**src/rtl/rf_wb_arbiter.sv**
```systemverilog
// rf_wb_arbiter: shares the register-file write port between the ALU (source 0)
// and the load/store unit (source 1). The winning write is registered so the
// register file sees flop-driven write controls one cycle after acceptance.
// Optional feature macro: RF_WB_RR_EN. When it is defined, ties use
// round-robin arbitration. When it is undefined, source 0 always wins a tie
// and last_grant_o is tied to 0.
module rf_wb_arbiter #(
   parameter int DATA_W = 32,
   parameter int ADDR_W = 5
) (
   input  logic              clk_i,
   input  logic              rst_ni,
   input  logic              stall_i,
   input  logic              src0_valid_i,
   input  logic [ADDR_W-1:0] src0_addr_i,
   input  logic [DATA_W-1:0] src0_data_i,
   output logic              src0_ready_o,
   input  logic              src1_valid_i,
   input  logic [ADDR_W-1:0] src1_addr_i,
   input  logic [DATA_W-1:0] src1_data_i,
   output logic              src1_ready_o,
   output logic              rf_we_o,
   output logic [ADDR_W-1:0] rf_addr_o,
   output logic [DATA_W-1:0] rf_data_o,
   output logic              last_grant_o
);

   logic              w_grant0;
   logic              w_grant1;
   logic              w_transfer;
   logic              w_winIdx;
   logic [ADDR_W-1:0] w_winAddr;
   logic [DATA_W-1:0] w_winData;
   logic              w_lastGrant;

   logic              r_we;
   logic [ADDR_W-1:0] r_addr;
   logic [DATA_W-1:0] r_data;

`ifdef RF_WB_RR_EN
   logic              r_lastGrant;

   // Round-robin grant: on a tie, the source that did not win last time is served
   always_comb begin
      w_grant0 = 1'b0;
      w_grant1 = 1'b0;
      if (rst_ni && !stall_i) begin
         if (src0_valid_i && src1_valid_i) begin
            w_grant0 = r_lastGrant;
            w_grant1 = ~r_lastGrant;
         end else begin
            w_grant0 = src0_valid_i;
            w_grant1 = src1_valid_i;
         end
      end
   end

   // Remember which source won the most recent transfer; reset favours source 0
   always_ff @(posedge clk_i or negedge rst_ni) begin
      if (!rst_ni) begin
         r_lastGrant <= 1'b1;
      end else if (w_transfer) begin
         r_lastGrant <= w_winIdx;
      end
   end

   assign w_lastGrant = r_lastGrant;
`else
   // Fixed-priority grant: source 0 always beats source 1
   always_comb begin
      w_grant0 = 1'b0;
      w_grant1 = 1'b0;
      if (rst_ni && !stall_i) begin
         w_grant0 = src0_valid_i;
         w_grant1 = src1_valid_i & ~src0_valid_i;
      end
   end

   assign w_lastGrant = 1'b0;
`endif

   assign w_transfer = w_grant0 | w_grant1;
   assign w_winIdx   = w_grant1;
   assign w_winAddr  = w_grant1 ? src1_addr_i : src0_addr_i;
   assign w_winData  = w_grant1 ? src1_data_i : src0_data_i;

   // Output stage: capture the winner; a write to x0 is accepted but gated off
   always_ff @(posedge clk_i or negedge rst_ni) begin
      if (!rst_ni) begin
         r_we   <= 1'b0;
         r_addr <= '0;
         r_data <= '0;
      end else begin
         r_we <= w_transfer && (w_winAddr != '0);
         if (w_transfer) begin
            r_addr <= w_winAddr;
            r_data <= w_winData;
         end
      end
   end

   assign src0_ready_o = w_grant0;
   assign src1_ready_o = w_grant1;
   assign rf_we_o      = r_we;
   assign rf_addr_o    = r_addr;
   assign rf_data_o    = r_data;
   assign last_grant_o = w_lastGrant;

endmodule
```
**config.mk**
```make
export PLATFORM = sky130hd
export DESIGN_NAME = rf_wb_arbiter
export DESIGN_NICKNAME = d
export VERILOG_FILES = /design/src/rtl/rf_wb_arbiter.sv
export SDC_FILE = /design/constraint.sdc
export NUM_CORES = 1
export LEC_CHECK = 0
export ABC_AREA = 1
export BUFFER_PORTS_ARGS = -buffer_cell sky130_fd_sc_hd__buf_2
export CAP_MARGIN = 20
export CELL_PAD_IN_SITES_DETAIL_PLACEMENT = 1
export CELL_PAD_IN_SITES_GLOBAL_PLACEMENT = 1
export CORE_UTILIZATION = 29
export DETAILED_ROUTE_END_ITERATION = 8
export PLACE_DENSITY = 0.77
export SLEW_MARGIN = 0
export SYNTH_ARGS = -nofsm -noshare
export SYNTH_HDL_FRONTEND = slang
export SYNTH_SLANG_ARGS = --single-unit
export TNS_END_PERCENT = 30
```
**constraint.sdc**
```tcl
create_clock -name clk_i -period 0.9 [get_ports clk_i]
set_clock_uncertainty 0.1 [all_clocks]
set_input_delay 0.09 -clock clk_i [delete_from_list [all_inputs] [get_ports clk_i]]
set_output_delay 0.09 -clock clk_i [all_outputs]
set_load 0.01 [all_outputs]
```
==> results.txt, run 1 <==
The number of buffer and inverter stages on the critical path was 1; the internal power summed over all cells was 3.70 mW. Class of the tightest hold or removal check: input port to async pin. The die height was 82.7 um.

After detailed routing, no signal wire sits above met4. In this run the number of H-tree levels came out at 2. The final layout contains 500 nets. The die covers 0.00684 mm2. Data arrival at the endpoint of the critical path: 0.84 ns. In this run, distinct cell masters in the synthesized netlist total 18.

The final worst hold slack was -0.231 ns; the starting density of the core was 0.299. Dividing the detail-routed via count by the number of cells gives 4.80. The number of remaining DRC errors is 0.

The tools report the placed cell area as 0.00259 mm2. Hold repair after CTS inserted 53 buffers. Data on the critical path is required at its endpoint by 0.71 ns.

The wire length on met2 is 4400 um. The logs give 0.571 for the utilization after layout and 0.504 for the sequential-to-total area share from yosys stat. The run gives 29 as the cell row count. The detailed-router iteration count before antenna repair was 4. Clock buffer count from CTS: 5.

The final worst-path cycle share works out to 1.14. The reported leakage power was 1.83 nW; the count of input and output buffers was 118. The final layout contains routed wiring with a total length of 7720 um.

In this run the worst path has a maximum fanout of 2. Width of the die: 82.7 um. The first global-routing pass estimated 11,000 um of wire. The number of global-route vias before repair came out at 2,407. TritonCTS built the clock tree. The fraction of layout instances using a drive strength above 1 was 0.436; the ratio of total power to cell area was 1480 mW/mm2. The core region is 0.00631 mm2. Walking the worst path, the cells encountered are buf_2.

The largest stage delay on the critical path is 0.40 ns, and the remaining global-route overflow is 0. The worst setup path is launched from a flop. The checks that failed: hold timing, setup timing.

For the max-capacitance violation count, the log shows 0. The tools report the max-slew violation count as 0. For this design, the slowest cell found on the critical path is sky130_fd_sc_hd__dfrtp_1. Timing analysis after detailed placement gives a worst setup slack of -0.376 ns. The logs give 0.00189 mm2 for the netlist area before placement and 0 for the number of nets still failing antenna checks after routing. In the layout the commonest cells are 100 x sky130_fd_sc_hd__buf_2, 53 x sky130_fd_sc_hd__dlygate4sd3_1, 46 x sky130_fd_sc_hd__o21ai_1. The flow ran to the end, but the final reports show violations. Post-synthesis area per instance: 8.39 um2. For this block, the initial DRC count from the detailed router was 99.

The worst setup path is captured at an output pin. The main flop type after synthesis was sky130_fd_sc_hd__dfrtp_1. After routing the design area is 0.00361 mm2. The most common library cell in the layout ignoring fill and taps is sky130_fd_sc_hd__buf_2. Hold violation count in the final report: 38.

The clock power share came out at 0.228. The run gives 0 as the number of antenna violations at the first check in global routing. Setup repair after global routing could not meet its margin everywhere.

IR analysis of the VDD net gives a maximum drop of 0.788 mV. At the end of routability-driven placement, the weighted congestion stood at 0.714. Counting the fill cells in the layout gives 767.

The proportion of synthesized flip-flops having asynchronous set or reset is 1.00. In this run the power spent charging and discharging nets is 1.63 mW. The wire length on met3 is 356 um, and the fraction of power spent switching nets is 0.306. The tools report the proportion of power drawn by combinational gates as 0.356.

The fraction of power consumed by sequential logic was 0.416; the relative area change from synthesis to final layout was 91.1%. The cell family with the largest share of critical-path delay is flip-flops. Static timing analysis puts the maximum clock frequency at 974 MHz. The number of flops mapped to enable cells by yosys is 0. The smallest clock period supported by the final layout is computed as 1.03 ns. The tools report the routed length on met1 as 2800 um.

For the half-perimeter wire length after placement, the log shows 4150 um. Dividing the detail-routed wire length by the instance count gives 15.5 um. The number of storage elements in the synthesis netlist works out to 38. The logs give 0.28 ns for the source-to-sink clock delay at the later pin of the worst-skew pair and 58 for the final number of setup-violating endpoints. The clock net in this run drives a total of 38 sinks. Yosys printed 0 warnings. Entering global routing, the biggest net connects 44 pins. 120 I/O pins were placed. The final route contains 2,395 vias. The maximum clock path buffer count came out at 2. The cell at the root of the clock tree is sky130_fd_sc_hd__clkbuf_8. Synthesis produced a netlist whose cell count is 225. The minimum setup slack in the final design is -0.127 ns, and the total global-route track usage is 0.219.

The number of nets in the synthesized netlist is 304. The clock transition at the register clock pins on the worst setup and hold paths after CTS works out to 0.08 ns. The run gives 0 as the number of diodes added for antenna fixing. The critical path in this run is classified as flop to output pin.
==> layer usage <==
| layer | vias up | GRT usage |
|---|---|---|
| met1 | 1176 | 0.222 |
| met5 | - | 0 |
| met3 | 17 | 0.0505 |
| li1 | 1123 | - |
| met4 | 0 | 0.0569 |
| met2 | 79 | 0.439 |
==> synthesized netlist by cell type, types with 7 or more instances <==
cell type                  n  area, um2
sky130_fd_sc_hd__dfrtp_1  38        951
sky130_fd_sc_hd__o21ai_1  39        195
sky130_fd_sc_hd__nor2_1   34        128
sky130_fd_sc_hd__buf_6     9        101
sky130_fd_sc_hd__inv_1     9       33.8
sky130_fd_sc_hd__nand2_1  47        176
sky130_fd_sc_hd__o21ai_2   7       61.3
sky130_fd_sc_hd__o21ai_0  25        125
==> what timing repair did <==
action	in CTS	in global routing
endpoints found under the setup margin	77	78
pin swaps	4	7
setup buffers	10	11
resized for setup	14	42
hold endpoints to repair	70	38
cloned	0	1
==> through the flow <==
stage	setup TNS [ns]	hold WS (ns)	power [mW]	std cells
finish	-4.44	-0.231	5.32	499
floorplan	-2.29	-0.306	2.84	225
detailed placement	-13.07	0.169	3.48	416
global route	-7.20	-0.200	5.65	499
CTS	-4.77	-0.219	5.02	487
global placement	-11.36	0.171	3.44	416
==> power by group through the flow <==
stage | Sequential [mW] | Clock (mW) | Combinational (mW)
after detailed placement | 2.21 | 0 | 1.27
after CTS | 2.18 | 1.26 | 1.58
after global routing | 2.25 | 1.32 | 2.08
final | 2.21 | 1.21 | 1.90
after floorplan | 2.36 | 0 | 0.482
after global placement | 2.21 | 0 | 1.24
==> path summary, 6_finish.rpt <==
path | startpoint | end | slack [ns] | cells after the start
max | rf_data_o[0] | rf_data_o[0] | -0.13 | 1
min | rst_ni | rf_data_o[26] | -0.23 | 2
max reg2reg | rf_data_o[8] | rf_data_o[8] | -0.06 | 4
min reg2reg | rf_data_o[28] | rf_data_o[28] | 0.39 | 2
max in group asynchronous | rst_ni | rf_data_o[6] | 0.59 | 2
min in group clk_i | src1_addr_i[0] | rf_addr_o[0] | 0 | 3
==> kinds of logic after synthesis <==
kind of cell / count (synthesis) / synth area share
other: 1 / 0.00199
and+or+nand+nor: 89 / 0.198
buffers and inverters: 26 / 0.0941
AOI/OAI and AO/OA: 71 / 0.202
DFF: 38 / 0.504
==> area by class of cell <==
cell class	count	area (um2)	area share
multi-input combinational	161	806	0.223
timing repair buffer	204	1600	0.443
sequential	38	951	0.264
inverter	11	66.3	0.0184
clock inverter	1	5.00	0.00139
tap	77	96.3	0.0267
clock buffer	7	86.3	0.0239
==> state kept, by name (all words and copies together), names as in the netlist <==
register	count
rf_we_o	1
rf_data_o	32
rf_addr_o	5
Power figures use the tool's default switching activity.
==> run 2, diff against run 1 <==
--- a/config.mk
+++ b/config.mk
@@ -12,6 +12,7 @@
 export CELL_PAD_IN_SITES_GLOBAL_PLACEMENT = 1
 export CORE_UTILIZATION = 29
 export DETAILED_ROUTE_END_ITERATION = 8
+export MAX_ROUTING_LAYER = met4
 export PLACE_DENSITY = 0.77
 export SLEW_MARGIN = 0
 export SYNTH_ARGS = -nofsm -noshare
==> run 2 against run 1 <==
The flow still finishes with violations (hold timing, setup timing). Register-to-register slack is essentially flat. Die area is the same. Sequential cell count is the same. Routed wire length shrank 0.97%. Combinational power is essentially flat. Via count shrank 1.0%. Design area is the same. First-iteration DRC count shrank 6.1%. Sequential share of layout area is the same. Critical endpoint unchanged. Largest cell class unchanged. Highest routed layer unchanged.
==> results.txt, run 2 (synthesis gave the netlist of run 1 again) <==
The final total negative setup slack was -4.39 ns (+0.0582 ns); the source-to-sink clock delay at the later pin of the worst-skew pair was 0.28 ns (about the same). The fraction of layout instances using a drive strength above 1 is 0.436 (unchanged), and the largest stage delay on the critical path is 0.40 ns (about the same). The area of the die came out at 0.00684 mm2 (unchanged).

The number of buffer and inverter stages on the critical path works out to 1 (unchanged). The tools report the data arrival at the endpoint of the critical path as 0.83 ns (about the same). The final reports fail on hold timing, setup timing.

The slowest stage of the critical path is the sky130_fd_sc_hd__dfrtp_1 cell. The average wire length per cell after detail routing is 15.3 um (-0.97%). The tools report the wire length of the first global-routing pass as 11,000 um (-0.19%). The total global-route track usage was 0.225 (+0.00604). The max-slew violation count came out at 0 (unchanged). Traced cell by cell, the critical path runs through buf_2. The run gives 0 (unchanged) as the number of antenna violations at the first check in global routing. The quantity of hold-fixing buffers added after cts is 53 (unchanged). The final worst hold slack was -0.232 ns (-0.000322 ns); the deepest level of the CTS H-tree was 2 (unchanged). The number of global-route vias before repair is 2,414 (+0.29%). The relative area change from synthesis to final layout is 91.1% (unchanged), and the maximum number of pins on one net before global-route repair is 44 (unchanged). The core area was 0.00631 mm2 (unchanged). Setup repair after global routing could not meet its margin everywhere. Number of diodes added for antenna fixing: 0 (unchanged). Hold violation count in the final report: 38 (unchanged). The number of vias per cell is 4.75 (-1.0%).

The placed cell area came out at 0.00259 mm2 (unchanged). The post-placement setup slack was -0.376 ns (unchanged); the clock buffer count from CTS was 5 (unchanged). Count of input and output buffers: 118 (unchanged). The final number of setup-violating endpoints came out at 56 (-3.4%). The cell row count was 29 (unchanged); the post-route cell area was 0.00361 mm2 (unchanged). The largest fanout on the critical path was 2 (unchanged). The reported leakage power was 1.83 nW (about the same); the flip-flop count of the largest register, all copies and words added was 32 (unchanged).

The number of top-level pins came out at 120 (unchanged). The tools report the half-perimeter wire length after placement as 4150 um (unchanged). The class of the tightest hold or removal check is input port to async pin. The die height was 82.7 um (unchanged). The cell at the root of the clock tree was sky130_fd_sc_hd__clkbuf_8. The final-stage net count was 500 (unchanged); the starting density of the core was 0.299 (unchanged). The tools report the startpoint of the worst register-to-register path as rf_data_o[8]. The run finished, with violations left. Total wire length after detailed routing: 7650 um (-0.97%).

The run gives 0 (unchanged) as the remaining global-route overflow. The maximum resistive drop on vdd is 0.788 mV (about the same), and the final critical delay including setup and external delays is 1.02 ns (-0.00264 ns). Leaving out fill and tap cells, the most frequent cell in the layout is sky130_fd_sc_hd__buf_2. Broken down by cell family, the worst path's largest delay share belongs to flip-flops. The detailed router's first-iteration violation count was 93 (-6.1%). The startpoint type of the worst setup path was a flop.

The endpoint kind of the worst setup timing path is an output pin. The width of the die works out to 82.7 um (unchanged). The top cell types in the final layout, fill and taps aside, are 100 x sky130_fd_sc_hd__buf_2, 53 x sky130_fd_sc_hd__dlygate4sd3_1, 47 x sky130_fd_sc_hd__o21ai_1. The achievable clock frequency is 977 MHz (+0.26%). In this run the worst setup path begins at rf_data_o[0].

TritonCTS built the clock tree. The data required time of the critical path is 0.71 ns (about the same), and the maximum clock path buffer count is 2 (unchanged). The final worst-path cycle share came out at 1.14 (-0.00293).

The routed via count was 2,370 (-1.0%); the number of nets still failing antenna checks after routing was 0 (unchanged). The tools report the max-capacitance violation count as 0 (unchanged). The run gives 767 (unchanged) as the number of fill cells. For the minimum setup slack in the final design, the log shows -0.124 ns (+0.00264 ns). Detailed-router iteration count before antenna repair: 4 (unchanged). Clock sink count: 38 (unchanged). The global placer's final weighted congestion is 0.722 (+1.1%). The clock transition at the register clock pins on the worst setup and hold paths after CTS is 0.08 ns (about the same), and the ratio of total power to cell area is 1470 mW/mm2 (-0.16%).

Classification of the worst setup path: flop to output pin. Number of remaining DRC errors: 0 (unchanged).
==> run 2: cell counts in the layout (fill, tap and decap cells not counted) <==
Identical to the previous run, type by type.
==> run 2: cell type report <==
class                   instances  area, um2  area share
repair buffers                204       1600       0.443
flip-flops and latches         38        951       0.264
multi-input cells             161        806       0.223
well taps                      77       96.3      0.0267
clock buffers                   7       86.3      0.0239
inverters                      11       66.3      0.0184
clock inverters                 1       5.00     0.00139
==> run 2: where the power goes <==
part           internal, mW  switching, mW  total (mW)
combinational          1.06          0.835        1.90
sequential             2.02          0.195        2.21
clock                 0.618          0.589        1.21
total                  3.70           1.62        5.31
==> run 2: what timing repair did <==
action / in CTS / in global routing
endpoints found under the setup margin: 77 / 78
cloned: 0 / 1
buffers inserted: 10 / 11
hold endpoints to repair: 70 / 38
resized for setup: 14 / 43
pin swaps: 4 / 8
==> run 2: final timing paths <==
check / end / slack, ns / depth (start not counted)
hold reg to reg: rf_data_o[28] / 0.39 / 2
min in group clk_i: rf_addr_o[0] / 0 / 3
max in group asynchronous: rf_data_o[6] / 0.59 / 2
setup / recovery: rf_data_o[0] / -0.12 / 1
setup reg to reg: rf_data_o[8] / -0.06 / 4
hold / removal: rf_data_o[26] / -0.23 / 2
==> run 2: per-stage QoR <==
| step | cells | power [mW] | utilization |
|---|---|---|---|
| 3_3_place_gp | 416 | 3.44 | 0.410 |
| 4_1_cts | 487 | 5.02 | 0.530 |
| 3_5_place_dp | 416 | 3.48 | 0.410 |
| 6_report | 499 | 5.31 | 0.571 |
| 5_1_grt | 499 | 5.65 | 0.571 |
| 2_1_floorplan | 225 | 2.84 | - |
==> run 2: per-layer routing <==
layer  vias up  wire [um]  track usage
met2        78       4410        0.439
met3        15        345       0.0495
li1       1125          -            -
met1      1152       2740        0.222
met4         0        148       0.0569
met5         -          0            -
